`src/rtl/ippcrc_pkg.sv`:
```
// Shared CRC-32 constants, scheduler FSM states and the reflected byte-step function.
// The 8b and 112b datapaths both use crc32_byte, so their bit ordering is identical.
package ippcrc_pkg;

  localparam int          CRC32_WORD_BYTES = 14;
  localparam logic [31:0] CRC32_RESIDUE    = 32'hDEBB_20E3;
  localparam logic [31:0] CRC32_POLY_REFL  = 32'hEDB8_8320;

  typedef enum logic [1:0] {
    IDLE = 2'd0,
    TAIL = 2'd1,
    DONE = 2'd2
  } sched_state_t;

  // LSB-first (reflected) Ethernet CRC-32: one byte, bit 0 of the byte goes first.
  function automatic logic [31:0] crc32_byte(input logic [31:0] crc, input logic [7:0] data);
    logic [31:0] c;
    c = crc ^ {24'h0, data};
    for (int b = 0; b < 8; b++) begin
      c = c[0] ? ((c >> 1) ^ CRC32_POLY_REFL) : (c >> 1);
    end
    return c;
  endfunction

endpackage

```
`src/rtl/ippcrc_crc32_112b.sv`:
```
// Combinational 14-byte CRC-32 step; data[111:104] is the first byte on the wire.
module ippcrc_crc32_112b
  import ippcrc_pkg::*;
(
  input  logic [31:0]  seed,
  input  logic [111:0] data,
  output logic [31:0]  crc_next
);

  always_comb begin
    crc_next = seed;
    for (int k = 0; k < CRC32_WORD_BYTES; k++) begin
      crc_next = crc32_byte(crc_next, data[111-8*k -: 8]);
    end
  end

endmodule

```
`src/rtl/ippcrc_crc32_8b.sv`:
```
// Combinational single-byte CRC-32 step used to fold in short final words.
module ippcrc_crc32_8b
  import ippcrc_pkg::*;
(
  input  logic [31:0] crc,
  input  logic [7:0]  data,
  output logic [31:0] crc_next
);

  assign crc_next = crc32_byte(crc, data);

endmodule

```
`src/rtl/ippcrc_crc32_sched.sv`:
```
// Round-robin CRC-32 scheduler: NCH channels share one 112b core; short eop words drain bytewise.
// Residue check on eop is built only when IPPCRC_SCHED_CHECK_EN is defined.
module ippcrc_crc32_sched
  import ippcrc_pkg::*;
#(
  parameter int          NCH        = 4,
  parameter logic [31:0] CRC_INIT   = 32'hFFFF_FFFF,
  parameter logic [31:0] CRC_XOROUT = 32'hFFFF_FFFF
) (
  input  logic               clk,
  input  logic               rst_n,
  input  logic [NCH-1:0]     req_vld,
  input  logic [NCH-1:0]     req_sop,
  input  logic [NCH-1:0]     req_eop,
  input  logic [4*NCH-1:0]   req_nbyte,
  input  logic [112*NCH-1:0] req_data,
  output logic [NCH-1:0]     req_rdy,
  output logic               crc_vld,
  output logic [2:0]         crc_ch,
  output logic [31:0]        crc_val,
  output logic               crc_err
);

  sched_state_t state, state_nxt;
  logic [31:0]  crc_q [NCH];
  logic [2:0]   ptr, gnt, cur_ch;
  logic         grant;
  logic         sel_sop, sel_eop, sel_full;
  logic [3:0]   sel_nb;
  logic [111:0] sel_data;
  logic [31:0]  sel_crc, seed, core_crc, byte_crc, done_crc;
  logic [31:0]  tail_crc;
  logic [111:0] tail_data;
  logic [3:0]   tail_nb, tail_k;
  logic         tail_last;

  // Lowest requester at or after ptr wins; otherwise wrap to the lowest requester overall.
  always_comb begin
    gnt = '0;
    for (int i = NCH-1; i >= 0; i--) begin
      if (req_vld[i]) gnt = 3'(i);
    end
    for (int i = NCH-1; i >= 0; i--) begin
      if (req_vld[i] && (3'(i) >= ptr)) gnt = 3'(i);
    end
  end

  assign grant   = (|req_vld) && (state != TAIL);
  assign req_rdy = grant ? (NCH'(1) << gnt) : '0;

  always_comb begin
    sel_sop  = 1'b0;
    sel_eop  = 1'b0;
    sel_nb   = '0;
    sel_data = '0;
    sel_crc  = '0;
    done_crc = '0;
    for (int i = 0; i < NCH; i++) begin
      if (3'(i) == gnt) begin
        sel_sop  = req_sop[i];
        sel_eop  = req_eop[i];
        sel_nb   = req_nbyte[4*i +: 4];
        sel_data = req_data[112*i +: 112];
        sel_crc  = crc_q[i];
      end
      if (3'(i) == cur_ch) done_crc = crc_q[i];
    end
  end

  // nbyte of 0 or 15 on eop is treated as a full word.
  assign sel_full  = !sel_eop || (sel_nb == 4'd0) || (sel_nb >= 4'(CRC32_WORD_BYTES));
  assign seed      = sel_sop ? CRC_INIT : sel_crc;
  assign tail_last = (tail_k == tail_nb - 4'd1);

  ippcrc_crc32_112b u_core (.seed(seed), .data(sel_data), .crc_next(core_crc));
  ippcrc_crc32_8b   u_byte (.crc(tail_crc), .data(tail_data[111:104]), .crc_next(byte_crc));

  always_comb begin
    state_nxt = state;
    crc_vld   = 1'b0;
    crc_ch    = '0;
    crc_val   = '0;
    crc_err   = 1'b0;
    unique case (state)
      IDLE, DONE: begin
        if (grant && sel_eop) state_nxt = sel_full ? DONE : TAIL;
        else                  state_nxt = IDLE;
      end
      TAIL:    if (tail_last) state_nxt = DONE;
      default: state_nxt = IDLE;
    endcase
    if (state == DONE) begin
      crc_vld = 1'b1;
      crc_ch  = cur_ch;
      crc_val = done_crc ^ CRC_XOROUT;
`ifdef IPPCRC_SCHED_CHECK_EN
      crc_err = (done_crc != CRC32_RESIDUE);
`endif
    end
  end

  always_ff @(posedge clk or negedge rst_n) begin
    if (!rst_n) begin
      state     <= IDLE;
      ptr       <= '0;
      cur_ch    <= '0;
      tail_crc  <= '0;
      tail_data <= '0;
      tail_nb   <= '0;
      tail_k    <= '0;
      for (int i = 0; i < NCH; i++) crc_q[i] <= CRC_INIT;
    end else begin
      state <= state_nxt;
      if (grant) begin
        ptr    <= (gnt == 3'(NCH-1)) ? 3'd0 : gnt + 3'd1;
        cur_ch <= gnt;
      end
      if (grant && !sel_full) begin
        tail_crc  <= seed;
        tail_data <= sel_data;
        tail_nb   <= sel_nb;
        tail_k    <= '0;
      end
      // Tail bytes are consumed from the top of the shift register, first wire byte first.
      if (state == TAIL) begin
        tail_crc  <= byte_crc;
        tail_data <= tail_data << 8;
        tail_k    <= tail_k + 4'd1;
      end
      for (int i = 0; i < NCH; i++) begin
        if (grant && sel_full && (3'(i) == gnt))
          crc_q[i] <= core_crc;
        else if ((state == TAIL) && tail_last && (3'(i) == cur_ch))
          crc_q[i] <= byte_crc;
      end
    end
  end

endmodule

```
`config.mk`:
```
export PLATFORM = sky130hd
export DESIGN_NAME = ippcrc_crc32_sched
export DESIGN_NICKNAME = d
export VERILOG_FILES = /design/src/rtl/ippcrc_pkg.sv /design/src/rtl/ippcrc_crc32_112b.sv /design/src/rtl/ippcrc_crc32_8b.sv /design/src/rtl/ippcrc_crc32_sched.sv
export SDC_FILE = /design/constraint.sdc
export NUM_CORES = 1
export LEC_CHECK = 0
export BUFFER_PORTS_ARGS = -buffer_cell sky130_fd_sc_hd__buf_2
export CAP_MARGIN = 5
export CORE_MARGIN = 1
export CORE_UTILIZATION = 35
export DETAILED_ROUTE_END_ITERATION = 12
export PLACE_DENSITY_LB_ADDON = 0.2
export SKIP_LAST_GASP = 1
export SYNTH_ARGS = -nofsm -noshare
export SYNTH_HDL_FRONTEND = slang
export SYNTH_HIERARCHICAL = 1
export SYNTH_SLANG_ARGS = --single-unit
```
`constraint.sdc`:
```
create_clock -name clk -period 34.7 [get_ports clk]
set_input_delay 5.205 -clock clk [delete_from_list [all_inputs] [get_ports clk]]
set_output_delay 5.205 -clock clk [all_outputs]
set_load 0.02 [all_outputs]
```
==> Word level (Yosys, flattened, before mapping) <==
Index checks and enable logic that the tools add are counted.
{ "classes": {"muxes": 176, "shift": 1, "order_cmp": 5, "n_reduce_logical": 32, "add_sub_neg": 3, "n_eq_ne": 12, "n_bitwise": 136} }
{ "ops": {"columns": ["operator", "n"], "rows": [
  ["$mux W32", 140],
  ["$not A13 Y14", 120],
  ["$mux W112", 6],
  ["$xor A32 B8 Y32", 15],
  ["$not A32 Y32", 1],
  ["$mux W4", 7],
  ["$mux W3", 7],
  ["$logic_and A1 B1 Y1", 17],
  ["$eq A2 B3 Y1 const A", 4],
  ["$mux W2", 6],
  ["$reduce_bool A2 Y1", 5],
  ["$mux W1", 9],
  ["$eq A1 B3 Y1 const A", 2],
  ["$ge A1 B3 Y1 const A", 2],
  ["$ge A2 B3 Y1 const A", 2],
  ["$logic_not A3 Y1", 2],
  ["$add A4 B1 Y4 const B", 1],
  ["$eq A4 B4 Y1", 1],
  ["$ge A4 B4 Y1 const B", 1],
  ["$logic_not A4 Y1", 1],
  ["$pmux W2 S2", 1],
  ["$reduce_or A4 Y1", 1],
  ["$shl A1 B3 Y4 const A", 1],
  ["$sub A4 B1 Y4 const B", 1],
  ["other kinds (10)", 12]
]} }
{ "totals": {"word_cells": 376, "register_bits": 288, "in_bits": 478} }

==> Logic depth before layout (Yosys ltp) <==
{ "logic_depth": {"word_depth": 253, "mapped_depth": 39} }

==> Hierarchy <==
The synthesis kept the hierarchy.
{ "by_module_without_submodules": {"columns": ["mod", "cells_per_inst", "area_per_inst_um2", "seq_area_each_um2", "n_inst"], "rows": [
  ["ippcrc_crc32_sched", 2106, 20268.2, 7317.0, 1],
  ["ippcrc_crc32_112b", 983, 14385.0, 0.0, 1],
  ["ippcrc_crc32_8b", 65, 1014.7, 0.0, 1]
]} }

==> Worst setup path before layout <==
No wires, ideal clock.
{ "synth_path": {"path_kind": "input to register", "start": "in req_vld[2]", "end": "reg crc_q[122] in the netlist's numbering", "n_path_buf": 4, "path_slack_ps": 18189, "setup_ps": 82, "required_ps": 34618, "arrival_ps": 16429, "stages": 32, "cell_sequence": "mux2_2 > a221oi_1 > inv_1 > ha_1 > buf_2 > clkbuf_1 > clkbuf_1 > clkbuf_1 > nor2b_1 > o31ai_1 > xor2_4 > xnor3_1 > xnor3_1 > xnor2_2 > xor3_2 > xnor3_1 > xnor3_1 > xnor3_1 > xnor2_2 > xnor3_1 > xnor3_1 > xor2_2 > xnor3_1 > xnor3_1 > xnor3_1 > xnor3_1 > xnor2_4 > xnor3_1 > xnor2_4 > xnor3_1 > xnor2_1 > mux2_2"} }
{ "synth_rtl": {"columns": ["item", "line_no", "rtl"], "rows": [
  ["start, declared", "ippcrc_crc32_sched.sv:12", "input logic [NCH-1:0] req_vld,"],
  ["$mux W2 (2 in a row)", "ippcrc_crc32_sched.sv:41", "if (req_vld[i]) gnt = 3'(i);"],
  ["$mux W3", "ippcrc_crc32_sched.sv:41", null],
  ["$mux W3", "ippcrc_crc32_sched.sv:44", "if (req_vld[i] && (3'(i) >= ptr)) gnt = 3'(i);"],
  ["$mux W3 * (3 in a row)", "ippcrc_crc32_sched.sv:44", null],
  ["via gnt[0]", "ippcrc_crc32_sched.sv:26", "logic [2:0] ptr, gnt, cur_ch;"],
  ["$logic_not A3 Y1", "ippcrc_crc32_sched.sv:59", "if (3'(i) == gnt) begin"],
  ["$mux W112 (3 in a row)", "ippcrc_crc32_sched.sv:59", null],
  ["$mux W112 *", "ippcrc_crc32_sched.sv:59", null],
  ["via sel_data[105]", "ippcrc_crc32_sched.sv:30", "logic [111:0] sel_data;"],
  ["[... 163 more ...]", null, null],
  ["$not A13 Y14 (no line)", null, null],
  ["$mux W32 * (2 in a row)", "ippcrc_pkg.sv:20", "c = c[0] ? ((c >> 1) ^ CRC32_POLY_REFL) : (c >> 1);"],
  ["$not A13 Y14 (no line)", null, null],
  ["$mux W32 *", "ippcrc_pkg.sv:20", null],
  ["$not A13 Y14 (no line)", null, null],
  ["$mux W32 *", "ippcrc_pkg.sv:20", null],
  ["via core_crc[26]", "ippcrc_crc32_sched.sv:31", "logic [31:0] sel_crc, seed, core_crc, byte_crc, done_crc;"],
  ["$mux W32 *", "ippcrc_crc32_sched.sv:131", "if (grant && sel_full && (3'(i) == gnt))"],
  ["end signal, assigned by index", "ippcrc_crc32_sched.sv:132", "crc_q[i] <= core_crc;"],
  ["end signal, assigned by index", "ippcrc_crc32_sched.sv:134", "crc_q[i] <= byte_crc;"],
  ["end, declared", "ippcrc_crc32_sched.sv:25", "logic [31:0] crc_q [NCH];"]
]} }
Mark *: on every way through the listed nets, which the timed path passes. The rest lies on a longest branch.
A chain may end at the register's enable or synchronous reset.

==> Worst setup path after layout <==
{ "layout_path": {"start": "in req_vld[0]", "end": "reg crc_q[122] in the netlist's numbering"} }
{ "layout_rtl": {"columns": ["item", "line_no"], "rows": [
  ["$mux W3", "ippcrc_crc32_sched.sv:41"],
  ["$mux W3 (3 in a row)", "ippcrc_crc32_sched.sv:44"],
  ["$mux W3 *", "ippcrc_crc32_sched.sv:44"],
  ["via gnt[0]", "ippcrc_crc32_sched.sv:26"],
  ["$logic_not A3 Y1", "ippcrc_crc32_sched.sv:59"],
  ["$mux W112 (3 in a row)", "ippcrc_crc32_sched.sv:59"],
  ["$mux W112 *", "ippcrc_crc32_sched.sv:59"],
  ["via sel_data[111]", "ippcrc_crc32_sched.sv:30"],
  ["[... 160 more ...]", null],
  ["$not A13 Y14 (no line) / $mux W32 (equally long branches)", null],
  ["$mux W32 * (2 in a row)", "ippcrc_pkg.sv:20"],
  ["$not A13 Y14 (no line)", null],
  ["$mux W32 *", "ippcrc_pkg.sv:20"],
  ["$not A13 Y14 (no line)", null],
  ["$mux W32 *", "ippcrc_pkg.sv:20"],
  ["via core_crc[26]", "ippcrc_crc32_sched.sv:31"],
  ["$mux W32 *", "ippcrc_crc32_sched.sv:131"]
]} }
Marks and branches as above.

==> impl_summary.md <==
Run status
The run finished with clean final reports.

Synthesis
The warning count from the yosys run is 6. The cell accounting for the most synthesized area is sky130_fd_sc_hd__xnor3_1. For this run, the leading register cell type out of synthesis is sky130_fd_sc_hd__dfrtp_1.

Synthesis handed over a netlist of 3,154 instances. The average size of a mapped cell is 11.31 um2. Synthesis inferred 286 register bits. After synthesis, the share of flip-flops with an asynchronous set or reset is 100.0%. The share of the Yosys chip area taken by registers is 20.51%.

Sorting the synthesized cells by area gives the leading types as sky130_fd_sc_hd__xnor3_1, sky130_fd_sc_hd__dfrtp_1, sky130_fd_sc_hd__xnor2_1, sky130_fd_sc_hd__dfstp_2, sky130_fd_sc_hd__o31ai_1. The cell area that synthesis handed to floorplanning was 35,670 um2. Synthesis instantiated 60 different standard cells from the library. The synthesized design contains 0 enable-type register cells. In this run the biggest area consumer among cell types represents 18.50% of the synthesized area.

Clock tree
The tree is rooted in a sky130_fd_sc_hd__clkbuf_16. Clock tree synthesis inserted a total of 37 buffers. After clock tree synthesis, the setup repair step added 0 buffers. TritonCTS built the clock tree.

The count of hold buffers inserted by post-cts repair is 0. The insertion delay to the later sink of the worst-skew pair is 0.58 ns. After clock tree synthesis, the clock-pin slew on the worst setup and hold paths is 0.05 ns.

The count of H-tree levels built during CTS is 2. The tree built by TritonCTS fans out to 286 sinks. Counting along the longest clock path gives a buffer depth of 3. In this run, post-CTS repair resized a total of 0 instances.

Floorplan
The effective utilization at floorplan is 35.46%. Row generation in the floorplan step produced 116 rows. During I/O placement, the number of pins put on the boundary was 519. The x dimension of the die is 321.2 um. The area of the die is 103,200 um2. The core region is 100,600 um2.

The floorplan step set the die height to 321.2 um.

Timing
The headroom to the max-slew limit is 9.394%. Setup violations remaining at the end of the flow were counted as 0. The clock tree skew after final layout is 0.02245 ns. The final sum of negative setup slack is 0 ns. For the pin with the worst max-slew slack, the measured transition is 1.342 ns. The number of slew-limit violations in the final report was 0. The number of hold-slack violations in the final timing report is 0.

Setup repair after global routing left no endpoint under its margin. The share of the cycle needed by the critical path after routing is 58.04%. The shortest period the worst path allows is 20.14 ns. The top achievable clock speed is 49.65 MHz.

Drt
After detailed routing, the total wire length is 128,200 um. The first routing iteration left 2,132 violations. In this run the remaining antenna-violating nets after routing total 0. After detailed routing, the number of remaining DRC violations is 0. The number of vias in the routed layout is 26,800. In the final routed layout, each cell accounts on average for 26.14 um. In the routed layout, each cell is associated on average with a via count of 5.463. The number of detailed-route iterations in the first pass is 7.

Setup path
The largest single stage delay on the critical path is 1.01 ns. The largest fanout on the critical path is 53. The end of the worst register-to-register path is crc_q[122].

The data required time at the worst endpoint is 35.21 ns. The nature of the critical path startpoint is an input port. The critical path is of the input port to flip-flop type.

The worst-case reg-to-reg path depth is 30. The data arrival time of the worst path is 20.65 ns. The slowest cell on the critical path is sky130_fd_sc_hd__o31ai_1.

In this run the critical register-to-register path is launched from ptr[1]. The worst setup path is captured at a flip-flop. The critical path's most frequent cell is sky130_fd_sc_hd__xnor3_1. The slack of the worst reg-to-reg path is 18.81 ns.

Finish
The multi-input combinational cells in the finished layout cover a total of 27,160 um2. The post-route netlist has 33.72% of its cells at a drive strength greater than 1. The layout has 9,835 filler cells.

The area growth from synthesis to layout is 13.45%. In the final layout, flip-flops and latches occupy 7321 um2. The number of nets in the layout is 4,005.

Run
The number of max-capacitance violations reported is 0.

GRT
The residual overflow from global routing is 0. The wire length of the first global-routing pass is 185,600 um. Entering global routing, the biggest net connects 150 pins. The initial antenna violation count is 4. The via count of the first global-routing pass was 26,500. Across every metal layer, demand over resource in global routing totals 24.10%.

Placed design
The congestion estimate from routability-driven global placement came to 0.8946. The count of buffers added on input and output ports is 516. The sum of net half-perimeters after detailed placement is 96,210 um.

Min path
For hold timing, the worst endpoint is tail_data[40]. The launch instance of the worst min-delay path is tail_data[32]. The worst min-delay path category is flip-flop to flip-flop.

The cell depth of the worst hold path is 2.
==> metal layers <==
layer,global-route usage [%],vias up,share of wire [%]
met5,0,-,0.024
met4,6.815,4,2.8
met3,2.833,146,5.3
met2,39.21,973,47
met1,33.62,13500,45
li1,-,12180,-
==> critical path: cells and delay by family <==
kind / cells / cell delay (ns)
xor gates and xnor gates: 22 / 11.09
AOI/OAI and AO/OA: 3 / 2.04
buffers and inverters: 3 / 0.95
adders and majority gates: 1 / 0.78
muxes: 2 / 0.48
==> state kept, by name, indices dropped and copies added, names as in the netlist <==
register,count
crc_q,128
tail_data,112
tail_crc,32
tail_k,4
tail_nb,4
cur_ch,2
ptr,2
state,2
==> cell usage after synthesis (all sizes together), types with 2 or more instances <==
library cell	instances
dfstp	128
o22ai	8
o311ai	10
nand2	271
nor2	63
o32ai	22
o31ai	251
mux4	32
o21a	2
nor2b	148
and2	4
ha	6
inv	12
xor3	43
xnor2	497
or2	3
xnor3	323
a21boi	5
a21oi	151
nand2b	4
mux2i	2
o21ai	145
nor3	21
mux2	258
buf	104
xor2	180
nor4	2
dfrtp	158
nand3b	2
clkbuf	141
a221oi	150
==> stage by stage <==
step	hold slack (ns)	util [%]	instances	cell area (um2)	worst slack, ns
detailed placement	0.4687	39.04	4839	39260	14.24
CTS	0.4884	40.22	4904	40460	14.81
global placement	0.4654	39.04	4839	39260	14.14
floorplan	0.4506	-	3155	35670	18.19
global route	0.5037	40.22	4904	40460	13.99
finish	0.4886	40.23	4906	40460	14.56
==> worst max-delay path by stage <==
| stage | startpoint | end | slack [ns] |
|---|---|---|---|
| 6_report | req_vld[0] | crc_q[122] | 14.56 |
| 2_1_floorplan | req_vld[2] | crc_q[122] | 18.19 |
| 3_3_place_gp | req_vld[0] | crc_q[122] | 14.14 |
| 5_1_grt | req_vld[0] | crc_q[122] | 13.99 |
| 4_1_cts | req_vld[0] | crc_q[122] | 14.81 |
| 3_5_place_dp | req_vld[0] | crc_q[122] | 14.24 |
==> layout by cell type, fill, tap and decap left out, types with 11 or more instances in the layout <==
cell type and instances:
sky130_fd_sc_hd__mux2_4 90, sky130_fd_sc_hd__clkbuf_16 38, sky130_fd_sc_hd__nor3_1 17, sky130_fd_sc_hd__nor2b_1 146, sky130_fd_sc_hd__o31ai_1 250, sky130_fd_sc_hd__xor3_1 35
sky130_fd_sc_hd__nand2_1 270, sky130_fd_sc_hd__xnor2_1 423, sky130_fd_sc_hd__xnor2_4 20, sky130_fd_sc_hd__o21ai_0 103, sky130_fd_sc_hd__o21ai_1 42, sky130_fd_sc_hd__mux4_2 32
sky130_fd_sc_hd__dfrtp_1 157, sky130_fd_sc_hd__o32ai_1 20, sky130_fd_sc_hd__inv_1 12, sky130_fd_sc_hd__dfstp_2 128, sky130_fd_sc_hd__mux2_2 154, sky130_fd_sc_hd__a221oi_1 149
sky130_fd_sc_hd__xor2_2 16, sky130_fd_sc_hd__xnor3_2 30, sky130_fd_sc_hd__a21oi_1 151, sky130_fd_sc_hd__xnor3_1 293, sky130_fd_sc_hd__buf_4 54, sky130_fd_sc_hd__mux2_1 14
sky130_fd_sc_hd__xor2_1 154, sky130_fd_sc_hd__clkbuf_8 11, sky130_fd_sc_hd__buf_2 515, sky130_fd_sc_hd__nor2_1 63, sky130_fd_sc_hd__xnor2_2 54
==> cell type report <==
cell class / instances / area share (%)
Sequential cell: 286 / 18.09
Tap cell: 1357 / 4.196
Antenna cell: 2 / 0.01237
Timing Repair Buffer: 572 / 7.508
Inverter: 12 / 0.1113
Clock buffer: 59 / 2.817
Clock inverter: 6 / 0.1391
Multi-Input combinational cell: 2612 / 67.12
==> logic make-up (layout without fill, tap and decap cells) <==
kind of cell    Yosys count  in the layout  synth area share [%]
compound gates          747            747                 14.46
xor+xnor               1043           1043                 43.07
fa+ha+maj                 6              6                0.2105
buf+inv                 257            649                 3.624
flops                   286            286                 20.51
mux                     292            292                 11.17
other cells               1              4               0.01051
simple gates            522            522                 6.942
Power is left out: the tool's default activity adds up to more than one toggle a clock period on the data nets, which glitch-free logic cannot reach.
